## src/rtl/bus_arbiter_split.sv

```systemverilog
// Two-master bus arbiter with split-slave suspend/resume and a tenure watchdog.
// Define ARB_RR_EN for round-robin tie-breaking; otherwise master 1 wins ties.
module bus_arbiter_split #(
  parameter int TENURE_MAX = 64,
  parameter int CNT_WIDTH  = $clog2(TENURE_MAX) + 1
) (
  input  logic clk,
  input  logic rst,
  input  logic breq1,
  input  logic breq2,
  input  logic sready1,
  input  logic sready2,
  input  logic sreadysp,
  input  logic ssplit,
  output logic bgrant1,
  output logic bgrant2,
  output logic msel,
  output logic msplit1,
  output logic msplit2,
  output logic split_grant,
  output logic arb_timeout
);

  typedef enum logic [1:0] {IDLE, GNT1, GNT2} state_t;

  state_t state_q, state_d;
  logic bgrant1_q, bgrant1_d;
  logic bgrant2_q, bgrant2_d;
  logic msel_q, msel_d;
  logic msplit1_q, msplit1_d;
  logic msplit2_q, msplit2_d;
  logic split_grant_q, split_grant_d;
  logic arb_timeout_q, arb_timeout_d;
  logic split_pend_q, split_pend_d;
  logic split_owner_q, split_owner_d;
  logic [CNT_WIDTH-1:0] cnt_q, cnt_d;
`ifdef ARB_RR_EN
  // 1 = master 2 received the last new grant; reset value lets master 1 win first
  logic rr_last_q, rr_last_d;
`endif

  logic req1, req2, pick2, own2, own_req, leave;

  always_comb begin
    state_d       = state_q;
    bgrant1_d     = bgrant1_q;
    bgrant2_d     = bgrant2_q;
    msel_d        = msel_q;
    msplit1_d     = msplit1_q;
    msplit2_d     = msplit2_q;
    split_grant_d = split_grant_q;
    arb_timeout_d = 1'b0;
    split_pend_d  = split_pend_q;
    split_owner_d = split_owner_q;
    cnt_d         = cnt_q;
`ifdef ARB_RR_EN
    rr_last_d     = rr_last_q;
`endif
    req1    = breq1 & ~msplit1_q;
    req2    = breq2 & ~msplit2_q;
    pick2   = 1'b0;
    own2    = (state_q == GNT2);
    own_req = own2 ? breq2 : breq1;
    leave   = 1'b0;

    case (state_q)
      IDLE: begin
        cnt_d = '0;
        // A pending split resume outranks any new request and ignores slave readiness
        if (split_pend_q && sreadysp) begin
          split_pend_d  = 1'b0;
          split_grant_d = 1'b1;
          msel_d        = split_owner_q;
          if (split_owner_q) begin
            state_d   = GNT2;
            bgrant2_d = 1'b1;
            msplit2_d = 1'b0;
          end else begin
            state_d   = GNT1;
            bgrant1_d = 1'b1;
            msplit1_d = 1'b0;
          end
        end else if (sready1 && sready2 && (req1 || req2)) begin
`ifdef ARB_RR_EN
          pick2     = req2 && (!req1 || !rr_last_q);
          rr_last_d = pick2;
`else
          pick2     = req2 && !req1;
`endif
          state_d       = pick2 ? GNT2 : GNT1;
          bgrant1_d     = !pick2;
          bgrant2_d     = pick2;
          msel_d        = pick2;
          split_grant_d = 1'b0;
        end
      end
      GNT1, GNT2: begin
        cnt_d = cnt_q + CNT_WIDTH'(1);
        if (ssplit && !split_pend_q) begin
          leave         = 1'b1;
          split_pend_d  = 1'b1;
          split_owner_d = own2;
          if (own2) msplit2_d = 1'b1;
          else      msplit1_d = 1'b1;
        end else if (!own_req) begin
          leave = 1'b1;
        end else if (cnt_q == CNT_WIDTH'(TENURE_MAX - 1)) begin
          leave         = 1'b1;
          arb_timeout_d = 1'b1;
        end
        // Every exit passes through IDLE, which guarantees the dead cycle on handover
        if (leave) begin
          state_d       = IDLE;
          bgrant1_d     = 1'b0;
          bgrant2_d     = 1'b0;
          split_grant_d = 1'b0;
          cnt_d         = '0;
        end
      end
      default: state_d = IDLE;
    endcase
  end

  always_ff @(posedge clk) begin
    if (rst) begin
      state_q       <= IDLE;
      bgrant1_q     <= 1'b0;
      bgrant2_q     <= 1'b0;
      msel_q        <= 1'b0;
      msplit1_q     <= 1'b0;
      msplit2_q     <= 1'b0;
      split_grant_q <= 1'b0;
      arb_timeout_q <= 1'b0;
      split_pend_q  <= 1'b0;
      split_owner_q <= 1'b0;
      cnt_q         <= '0;
`ifdef ARB_RR_EN
      rr_last_q     <= 1'b1;
`endif
    end else begin
      state_q       <= state_d;
      bgrant1_q     <= bgrant1_d;
      bgrant2_q     <= bgrant2_d;
      msel_q        <= msel_d;
      msplit1_q     <= msplit1_d;
      msplit2_q     <= msplit2_d;
      split_grant_q <= split_grant_d;
      arb_timeout_q <= arb_timeout_d;
      split_pend_q  <= split_pend_d;
      split_owner_q <= split_owner_d;
      cnt_q         <= cnt_d;
`ifdef ARB_RR_EN
      rr_last_q     <= rr_last_d;
`endif
    end
  end

  assign bgrant1     = bgrant1_q;
  assign bgrant2     = bgrant2_q;
  assign msel        = msel_q;
  assign msplit1     = msplit1_q;
  assign msplit2     = msplit2_q;
  assign split_grant = split_grant_q;
  assign arb_timeout = arb_timeout_q;

endmodule

```

## config.mk

```make
export PLATFORM = sky130hd
export DESIGN_NAME = bus_arbiter_split
export DESIGN_NICKNAME = d
export VERILOG_FILES = /design/src/rtl/bus_arbiter_split.sv
export SDC_FILE = /design/constraint.sdc
export NUM_CORES = 1
export LEC_CHECK = 0
export ABC_AREA = 1
export BUFFER_PORTS_ARGS = -buffer_cell sky130_fd_sc_hd__buf_2
export CAP_MARGIN = 30
export CELL_PAD_IN_SITES_DETAIL_PLACEMENT = 1
export CELL_PAD_IN_SITES_GLOBAL_PLACEMENT = 1
export CORE_ASPECT_RATIO = 2
export CORE_MARGIN = 1
export CORE_UTILIZATION = 43
export CTS_BUF_LIST = sky130_fd_sc_hd__clkbuf_4 sky130_fd_sc_hd__clkbuf_8 sky130_fd_sc_hd__clkbuf_16
export DETAILED_ROUTE_END_ITERATION = 10
export GPL_ROUTABILITY_DRIVEN = 0
export PLACE_DENSITY_LB_ADDON = 0.3
export SKIP_CTS_REPAIR_TIMING = 1
export SLEW_MARGIN = 5
export SYNTH_ARGS = -nofsm -noshare
export SYNTH_HDL_FRONTEND = slang
export SYNTH_SLANG_ARGS = --single-unit
```

## constraint.sdc

```tcl
create_clock -name clk -period 2.95 [get_ports clk]
set_input_delay 0 -clock clk [delete_from_list [all_inputs] [get_ports clk]]
set_output_delay 0 -clock clk [all_outputs]
set_load 0.05 [all_outputs]
```

==> results of run 1 <==
cell families after synthesis:
group | Yosys count | share of synthesized area
simple gates | 95 | 0.415
buf+inv | 29 | 0.104
compound gates | 18 | 0.0839
flops | 18 | 0.310
fa+ha+maj | 6 | 0.0645
xor+xnor | 3 | 0.0226
synth_stat cells, drive strengths merged:
| cell | count | area (µm²) |
|---|---|---|
| xor2 | 2 | 17.5 |
| a21oi | 13 | 72.6 |
| nand3 | 12 | 65.1 |
| nor2 | 25 | 120 |
| nand2 | 50 | 243 |
| ha | 6 | 75.1 |
| or2 | 1 | 6.26 |
| clkbuf | 1 | 5.00 |
| o21ai | 5 | 25.0 |
| inv | 26 | 97.6 |
| dfxtp | 18 | 360 |
| xnor2 | 1 | 8.76 |
| nor3 | 4 | 30.0 |
| nand4 | 3 | 18.8 |
| buf | 2 | 18.8 |
power groups by stage:
| stage | clock network [W] | registers, W | logic (W) |
|---|---|---|---|
| 4_1_cts | 0.000181 | 0.000327 | 0.000636 |
| 3_5_place_dp | 0 | 0.000333 | 0.000630 |
| 6_report | 0.000174 | 0.000326 | 0.000631 |
| 3_3_place_gp | 0 | 0.000328 | 0.000614 |
| 5_1_grt | 0.000190 | 0.000333 | 0.000699 |
| 2_1_floorplan | 0 | 0.000424 | 0.000407 |
area by class of cell:
type                       instances  area share
sequential                        18       0.280
tap                               28      0.0272
timing repair buffer              14      0.0545
clock buffer                       3      0.0321
multi-input combinational        122       0.530
inverter                          26      0.0759
metal layers:
metal | global-route usage | share of wire | wire (µm)
met5 | 0 | 0 | 0
met2 | 0.439 | 0.58 | 1670
met4 | 0.123 | 0.030 | 85
met3 | 0.0175 | 0.018 | 50
met1 | 0.205 | 0.37 | 1050
metrics by stage:
stage,setup slack (ns),utilization
finish,1.13,0.500
global route,0.906,0.500
CTS,1.13,0.500
detailed placement,1.15,0.484
global placement,1.26,0.484
floorplan,1.44,-
critical path, stage by stage, from the launching register on:
cell     delay (ns)
dfxtp_1        0.43
inv_1          0.09
ha_1           0.48
inv_1          0.12
a21oi_1        0.21
nand2_1        0.10
nor2_1         0.10
nor2_1         0.04
nand2_1        0.07
a21oi_2        0.05
path summary, 6_finish.rpt:
path,start,endpoint,slack [ns]
max,state_q[1],state_q[1],1.13
min,rst,state_q[1],0.02
max reg2reg,state_q[1],state_q[1],1.13
min reg2reg,cnt_q[6],cnt_q[6],0.45
==> run summary, run 1 <==
CP Launch Type -> flip-flop
Highest Clock Rate -> 550 MHz
warnings from Yosys -> 0
Final Cell Area -> 1290 µm²
Comb power frac -> 0.558
# Max-Cap Violations -> 0
Die H -> 75.6 µm
HP Class -> in2reg
routed via count -> 1075
H-tree Lvls -> 1
grt total ovfl -> 0
Die X-Extent -> 38.8 µm
GR Util All Layers -> 0.222
fillcell total -> 356
status -> finished clean
CTS tree -> done
Max Slew Vio Count -> 0
clock tree sinks -> 18
routed vias/inst -> 5.09
Worst-Skew Late Latency -> 0.26 ns
first-pass GRT wire length -> 4460 µm
Most flops, register -> cnt_q
Mean Syn Cell Area -> 6.89 µm²
placed cell count -> 208
sw frac -> 0.498
worst relative slew slack -> 0.770
Tot Pwr -> 0.00113 W
initial cell density of the core -> 0.453
syn nets -> 183
Initial DRC Count -> 17
fin crit period -> 1.82 ns
Critical Path AT -> 1.97 ns
Clk pwr share -> 0.153
final setup vio count -> 0
multi-input logic area -> 682 µm²
setup TNS -> 0 ns
initial antenna violation count -> 0
FF/Latch Area -> 360 µm²
n_diodes -> 0
Required @ worst endpoint -> 3.10 ns
Buffers on Ports -> 14
detailed-router iteration count before antenna repair -> 4
# nets final -> 199
Leakage -> 0.635 nW
WHS -> 0.0190 ns
clock buffer depth -> 2
Core ar. -> 2570 µm²
layout cells sized above 1 -> 0.213
die area -> 2930 µm²
Yosys cell types -> 25
largest net degree at the start of global routing -> 10
IO Pins -> 15
clock transition at the registers of the reported paths -> 0.06 ns
most common cell after layout, fill and taps aside -> nand2_1
power density over cell area -> 880 nW/µm²
R2R cell count -> 9
DR WL/cell -> 13.5 µm
Post-Place Cell Area -> 1240 µm²
most frequent cells in the layout -> 40 x nand2_1, 25 x inv_1, 20 x nor2_1
WS Path Type -> reg2reg
Cell Area, Synth -> 1160 µm²
number of flip-flops in the largest register -> 7
Int Power -> 0.000568 W
crit share post-route -> 0.616
CP Capture Type -> flip-flop
P_sw -> 0.000564 W
Std-Cell Rows -> 26
drt total wl -> 2860 µm
final cell count without fillers -> 211
hpwl dp -> 2370 µm
VDD IR max -> 0.000403 V
Slew @ Worst Pin -> 0.345 ns
number of synthesized register bits -> 18
skew final -> 0.000536 ns
Hold Path Cell Cnt -> 2
CTS buffer count -> 3
area grow syn2layout -> 10.5%
Cells after Synth -> 169
CP Max Fanout -> 9
vias in the first global route -> 1044
register share of total power -> 0.288
Root Driver -> clkbuf_8
residual DRC count -> 0
largest registers -> cnt_q (7), state_q (2)
number of routed nets with antenna violations -> 0
RSZ-0062 raised after global routing -> false
final hold vios -> 0
Seq/Total Area, Yosys -> 0.310
No activity file was read; power rests on OpenSTA's default activity.
==> inputs of run 2 (changes only) <==
--- a/config.mk
+++ b/config.mk
@@ -12,7 +12,7 @@
 export CELL_PAD_IN_SITES_GLOBAL_PLACEMENT = 1
 export CORE_ASPECT_RATIO = 2
 export CORE_MARGIN = 1
-export CORE_UTILIZATION = 43
+export CORE_UTILIZATION = 36
 export CTS_BUF_LIST = sky130_fd_sc_hd__clkbuf_4 sky130_fd_sc_hd__clkbuf_8 sky130_fd_sc_hd__clkbuf_16
 export DETAILED_ROUTE_END_ITERATION = 10
 export GPL_ROUTABILITY_DRIVEN = 0
==> constraint.sdc (replaced) <==
create_clock -name clk -period 1.55 [get_ports clk]
set_input_delay 0 -clock clk [delete_from_list [all_inputs] [get_ports clk]]
set_output_delay 0 -clock clk [all_outputs]
set_load 0.05 [all_outputs]
==> run 2 against run 1 <==
  * Largest power group unchanged
  * Setup slack got worse by 1.0 ns
  * Total power rose by 110%
  * Design area rose by 9.0%
  * Via count increased by 7.8%
  * Worst hold slack got worse by 0.0084 ns
  * Critical path depth unchanged
  * Die area increased by 19%
  * Flip-flop and latch count did not move
  * Sequential share of layout area shrank 1.8 points
  * Combinational power increased by 130%
  * Global-route usage down 2.3 points
  * Routed wire length up 12%
==> run summary, run 2 (same netlist as run 1, synthesis figures left out) <==
most common cell after layout, fill and taps aside -> nand2_1
vias in the first global route -> 1224 (+17%)
initial cell density of the core -> 0.386 (-0.0666)
die area -> 3480 µm² (+19%)
CTS buffer count -> 3 (unchanged)
final setup vio count -> 0 (unchanged)
first-pass GRT wire length -> 5240 µm (+18%)
Critical Path Max Stage Delay -> 0.38 ns (-0.10 ns)
number of routed nets with antenna violations -> 0 (unchanged)
crit share post-route -> 0.937 (+0.320)
DR WL/cell -> 14.5 µm (+7.3%)
H-tree Lvls -> 1 (unchanged)
VDD IR max -> 0.000703 V (+74%)
final hold vios -> 0 (unchanged)
clock tree sinks -> 18 (unchanged)
most frequent cells in the layout -> 39 x nand2_1, 21 x inv_1, 20 x nor2_1
# nets final -> 207 (+4.0%)
residual DRC count -> 0 (unchanged)
routed via count -> 1159 (+7.8%)
# Max-Cap Violations -> 0 (unchanged)
CP Launch Type -> flip-flop
Setup Slack @ Placement -> -0.0665 ns (-1.22 ns)
CTS tree -> done
WS Path Type -> reg2reg
Core ar. -> 3010 µm² (+17%)
CP Max Fanout -> 4 (-5)
Root Driver -> clkbuf_8
largest net degree at the start of global routing -> 10 (unchanged)
IO Pins -> 15 (unchanged)
largest registers -> cnt_q (7), state_q (2)
fin crit period -> 1.45 ns (-0.366 ns)
placed cell count -> 217 (+4.3%)
detailed-router iteration count before antenna repair -> 4 (unchanged)
hpwl dp -> 2510 µm (+5.9%)
Die X-Extent -> 42.2 µm (+8.8%)
fillcell total -> 398 (+12%)
WHS -> 0.0106 ns (-0.00838 ns)
Critical Path AT -> 1.60 ns (-0.37 ns)
clock buffer depth -> 2 (unchanged)
status -> finished clean
worst relative slew slack -> 0.797 (+0.0268)
Most flops, register -> cnt_q
Std-Cell Rows -> 28 (+7.7%)
power density over cell area -> 1720 nW/µm² (+95%)
Slew @ Worst Pin -> 0.305 ns (-0.0405 ns)
routed vias/inst -> 5.24 (+2.9%)
Buffers on Ports -> 14 (unchanged)
final cell count without fillers -> 221 (+4.7%)
Die H -> 82.4 µm (+9.0%)
Max Slew Vio Count -> 0 (unchanged)
Highest Clock Rate -> 689 MHz (+25%)
layout cells sized above 1 -> 0.304 (+0.0906)
Required @ worst endpoint -> 1.70 ns (-1.40 ns)
Worst-Skew Late Latency -> 0.26 ns (about the same)
skew final -> 0.00416 ns (+0.00363 ns)
Tot Pwr -> 0.00241 W (+110%)
number of flip-flops in the largest register -> 7 (unchanged)
CP cell instances -> inv_2 > ha_4 > inv_2 > a21oi_2 > nand2_1 > nor2_1 > nor2_1 > nand2_1 > a21oi_2
CP Capture Type -> flip-flop
Leakage -> 0.673 nW (+6.1%)
Crit-path slowest cell -> dfxtp_4
clock transition at the registers of the reported paths -> 0.07 ns (about the same)
HP Class -> in2reg
initial antenna violation count -> 0 (unchanged)
drt total wl -> 3210 µm (+12%)
n_diodes -> 0 (unchanged)
final worst slack -> 0.0984 ns (-1.03 ns)
area grow syn2layout -> 20.5%
Initial DRC Count -> 10 (-7)
grt total ovfl -> 0 (unchanged)
GR Util All Layers -> 0.199 (-0.0234)
## run 2: routing by layer
layer	share of wire	vias to the layer above	routed length (µm)	track usage
li1	-	569	-	-
met1	0.35	555	1110	0.177
met2	0.60	24	1920	0.418
met3	0.025	11	79	0.0283
met4	0.031	0	99	0.0875
met5	0	-	0	0
## run 2: critical path: cells and delay by family, from the launching register on
kind	cells	cell delay (ns)
adder cells (fa/ha/maj)	1	0.30
AND/OR/NAND/NOR	4	0.35
buffers and inverters	2	0.10
AO/OA/AOI/OAI	2	0.22
flip-flops	1	0.38
## run 2: layout make-up
type / count / area (µm²) / share of cell area
multi-input combinational: 122 / 726 / 0.517
sequential: 18 / 368 / 0.262
timing repair buffer: 22 / 130 / 0.0928
inverter: 26 / 100 / 0.0714
clock buffer: 3 / 41.3 / 0.0294
tap: 30 / 37.5 / 0.0268
## run 2: path summary, 6_finish.rpt
check | startpoint | endpoint | slack, ns | depth (start not counted)
hold / removal | rst | state_q[1] | 0.01 | 2
setup / recovery | state_q[1] | state_q[1] | 0.1 | 9
setup reg to reg | state_q[1] | state_q[1] | 0.1 | 9
hold reg to reg | cnt_q[6] | cnt_q[6] | 0.46 | 2
## run 2: stage by stage
| step | TNS, ns | instance area [µm²] | utilization |
|---|---|---|---|
| 2_1_floorplan | 0 | 1160 | - |
| 3_3_place_gp | 0 | 1300 | 0.431 |
| 3_5_place_dp | -0.230 | 1300 | 0.431 |
| 4_1_cts | -0.301 | 1340 | 0.445 |
| 5_1_grt | -0.00639 | 1400 | 0.466 |
| 6_report | 0 | 1400 | 0.466 |
## run 2: power by group
| group | switching (W) | internal, W |
|---|---|---|
| Sequential | 0.0000813 | 0.000563 |
| Combinational | 0.000926 | 0.000509 |
| Clock | 0.000158 | 0.000173 |
==> inputs of run 3 (changes only) <==
--- a/config.mk
+++ b/config.mk
@@ -12,7 +12,7 @@
 export CELL_PAD_IN_SITES_GLOBAL_PLACEMENT = 1
 export CORE_ASPECT_RATIO = 2
 export CORE_MARGIN = 1
-export CORE_UTILIZATION = 36
+export CORE_UTILIZATION = 43
 export CTS_BUF_LIST = sky130_fd_sc_hd__clkbuf_4 sky130_fd_sc_hd__clkbuf_8 sky130_fd_sc_hd__clkbuf_16
 export DETAILED_ROUTE_END_ITERATION = 10
 export GPL_ROUTABILITY_DRIVEN = 0
==> constraint.sdc (replaced) <==
create_clock -name clk -period 1.7 [get_ports clk]
set_input_delay 0 -clock clk [delete_from_list [all_inputs] [get_ports clk]]
set_output_delay 0 -clock clk [all_outputs]
set_load 0.05 [all_outputs]
==> run 3 against run 2 <==
  * Cell count is 2.7% lower
  * Clock power is 9.4% lower
  * Largest cell class unchanged
  * Maximum frequency is 11% lower
  * Setup slack worse by 0.031 ns
  * Via count is 2.2% lower
  * Critical path type unchanged
  * Worst hold slack worse by 0.0059 ns
  * Core utilization is 5.3 points higher
==> run summary, run 3 (same netlist as run 1, synthesis figures left out) <==
Critical Path Max Stage Delay -> 0.37 ns (about the same)
Std-Cell Rows -> 26 (-7.1%)
n_diodes -> 0 (unchanged)
largest registers -> cnt_q (7), state_q (2)
Slew @ Worst Pin -> 0.279 ns (-0.0259 ns)
vias in the first global route -> 1188 (-2.9%)
routed vias/inst -> 5.27 (+0.57%)
initial antenna violation count -> 0 (unchanged)
Buffers on Ports -> 14 (unchanged)
first-pass GRT wire length -> 4940 µm (-5.8%)
largest net degree at the start of global routing -> 10 (unchanged)
most frequent CP cell -> nand2_1
Max Slew Vio Count -> 0 (unchanged)
IO Pins -> 15 (unchanged)
GR Util All Layers -> 0.243 (+0.0437)
fin crit period -> 1.63 ns (+0.181 ns)
grt total ovfl -> 0 (unchanged)
CTS tree -> done
CP cell instances -> buf_4 > ha_1 > inv_1 > nand2_1 > nand2_1 > nor2_8 > nand2_4 > nand2_2 > nand2_1 > o21ai_1 > nor2_1
# Max-Cap Violations -> 0 (unchanged)
setup TNS -> 0 ns (unchanged)
WS Path Type -> reg2reg
final hold vios -> 0 (unchanged)
Crit-path slowest cell -> dfxtp_1
die area -> 2930 µm² (-16%)
Root Driver -> clkbuf_8
hpwl dp -> 2600 µm (+3.6%)
area grow syn2layout -> 14.5%
Tot Pwr -> 0.00208 W (-14%)
Initial DRC Count -> 11 (+1)
Post-Place Cell Area -> 1270 µm² (-1.9%)
status -> finished clean
Critical Path AT -> 1.78 ns (+0.18 ns)
# nets final -> 203 (-1.9%)
residual DRC count -> 0 (unchanged)
most common cell after layout, fill and taps aside -> nand2_1
power density over cell area -> 1560 nW/µm² (-9.4%)
CTS buffer count -> 3 (unchanged)
routed via count -> 1134 (-2.2%)
drt total wl -> 3120 µm (-2.9%)
Final Cell Area -> 1330 µm² (-5.0%)
Die X-Extent -> 38.8 µm (-8.1%)
H-tree Lvls -> 1 (unchanged)
number of flip-flops in the largest register -> 7 (unchanged)
crit share post-route -> 0.960 (+0.0239)
final setup vio count -> 0 (unchanged)
CP Launch Type -> flip-flop
CP Capture Type -> flip-flop
HP Class -> in2reg
VDD IR max -> 0.000551 V (-22%)
Leakage -> 0.655 nW (-2.6%)
Required @ worst endpoint -> 1.85 ns (+0.15 ns)
CP Max Fanout -> 6 (+2)
Most flops, register -> cnt_q
Worst-Skew Late Latency -> 0.25 ns (about the same)
RSZ-0062 raised after global routing -> false
layout cells sized above 1 -> 0.246 (-0.0577)
clock buffer depth -> 2 (unchanged)
Highest Clock Rate -> 613 MHz (-11%)
Die H -> 75.6 µm (-8.3%)
most frequent cells in the layout -> 40 x nand2_1, 24 x inv_1, 20 x nor2_1
worst relative slew slack -> 0.814 (+0.0173)
initial cell density of the core -> 0.453 (+0.0666)
DR WL/cell -> 14.5 µm (-0.16%)
clock tree sinks -> 18 (unchanged)
clock transition at the registers of the reported paths -> 0.07 ns (about the same)
number of routed nets with antenna violations -> 0 (unchanged)
detailed-router iteration count before antenna repair -> 4 (unchanged)
skew final -> 0.00202 ns (-0.00214 ns)
Core ar. -> 2570 µm² (-15%)
run 3: changes by cell type in the layout (fill, tap and decap cells not counted), moves of 2 or more:
cell,before,now
inv_1,21,24
inv_2,4,2
dfxtp_4,2,0
dfxtp_1,16,18
buf_4,8,4
ha_1,3,5
run 3: routing by layer:
metal,part of all wire,up-vias,GRT usage
met2,0.59,28,0.509
li1,-,562,-
met3,0.020,12,0.0233
met1,0.35,532,0.187
met4,0.041,0,0.142
met5,0,-,0
run 3: area by class of cell:
class / instances / area, µm²
tap: 28 / 35.0
sequential: 18 / 360
multi-input combinational: 122 / 698
timing repair buffer: 18 / 100
fill: 364 / 1240
clock buffer: 3 / 41.3
inverter: 26 / 97.6
run 3: power breakdown:
| group | internal [W] | leakage (nW) | switching, W |
|---|---|---|---|
| Combinational | 0.000389 | 0.488 | 0.000820 |
| Sequential | 0.000505 | 0.146 | 0.0000616 |
| Clock | 0.000158 | 0.0216 | 0.000142 |
run 3: critical path: cells and delay by family (launching register included):
kind,cells,cell delay (ns)
AO/OA/AOI/OAI,1,0.07
adder cells (fa/ha/maj),1,0.23
buffers and inverters,2,0.22
flip-flops,1,0.37
AND/OR/NAND/NOR,7,0.61
run 3: final timing paths:
path	slack, ns	to	from	cells past startpoint
setup / recovery	0.07	state_q[0]	state_q[1]	11
hold / removal	0.005	state_q[1]	rst	2
setup reg to reg	0.07	state_q[0]	state_q[1]	11
hold reg to reg	0.47	msel	msel	2
run 3: stage by stage:
step	util	hold slack [ns]	worst slack, ns	std cells
after floorplan	-	0.175	0.189	169
after global placement	0.496	0.276	0.118	212
after detailed placement	0.496	0.272	-0.0194	212
after CTS	0.512	0.00968	-0.0783	215
after global routing	0.519	0.0318	0.00877	215
final	0.519	0.00469	0.0674	215
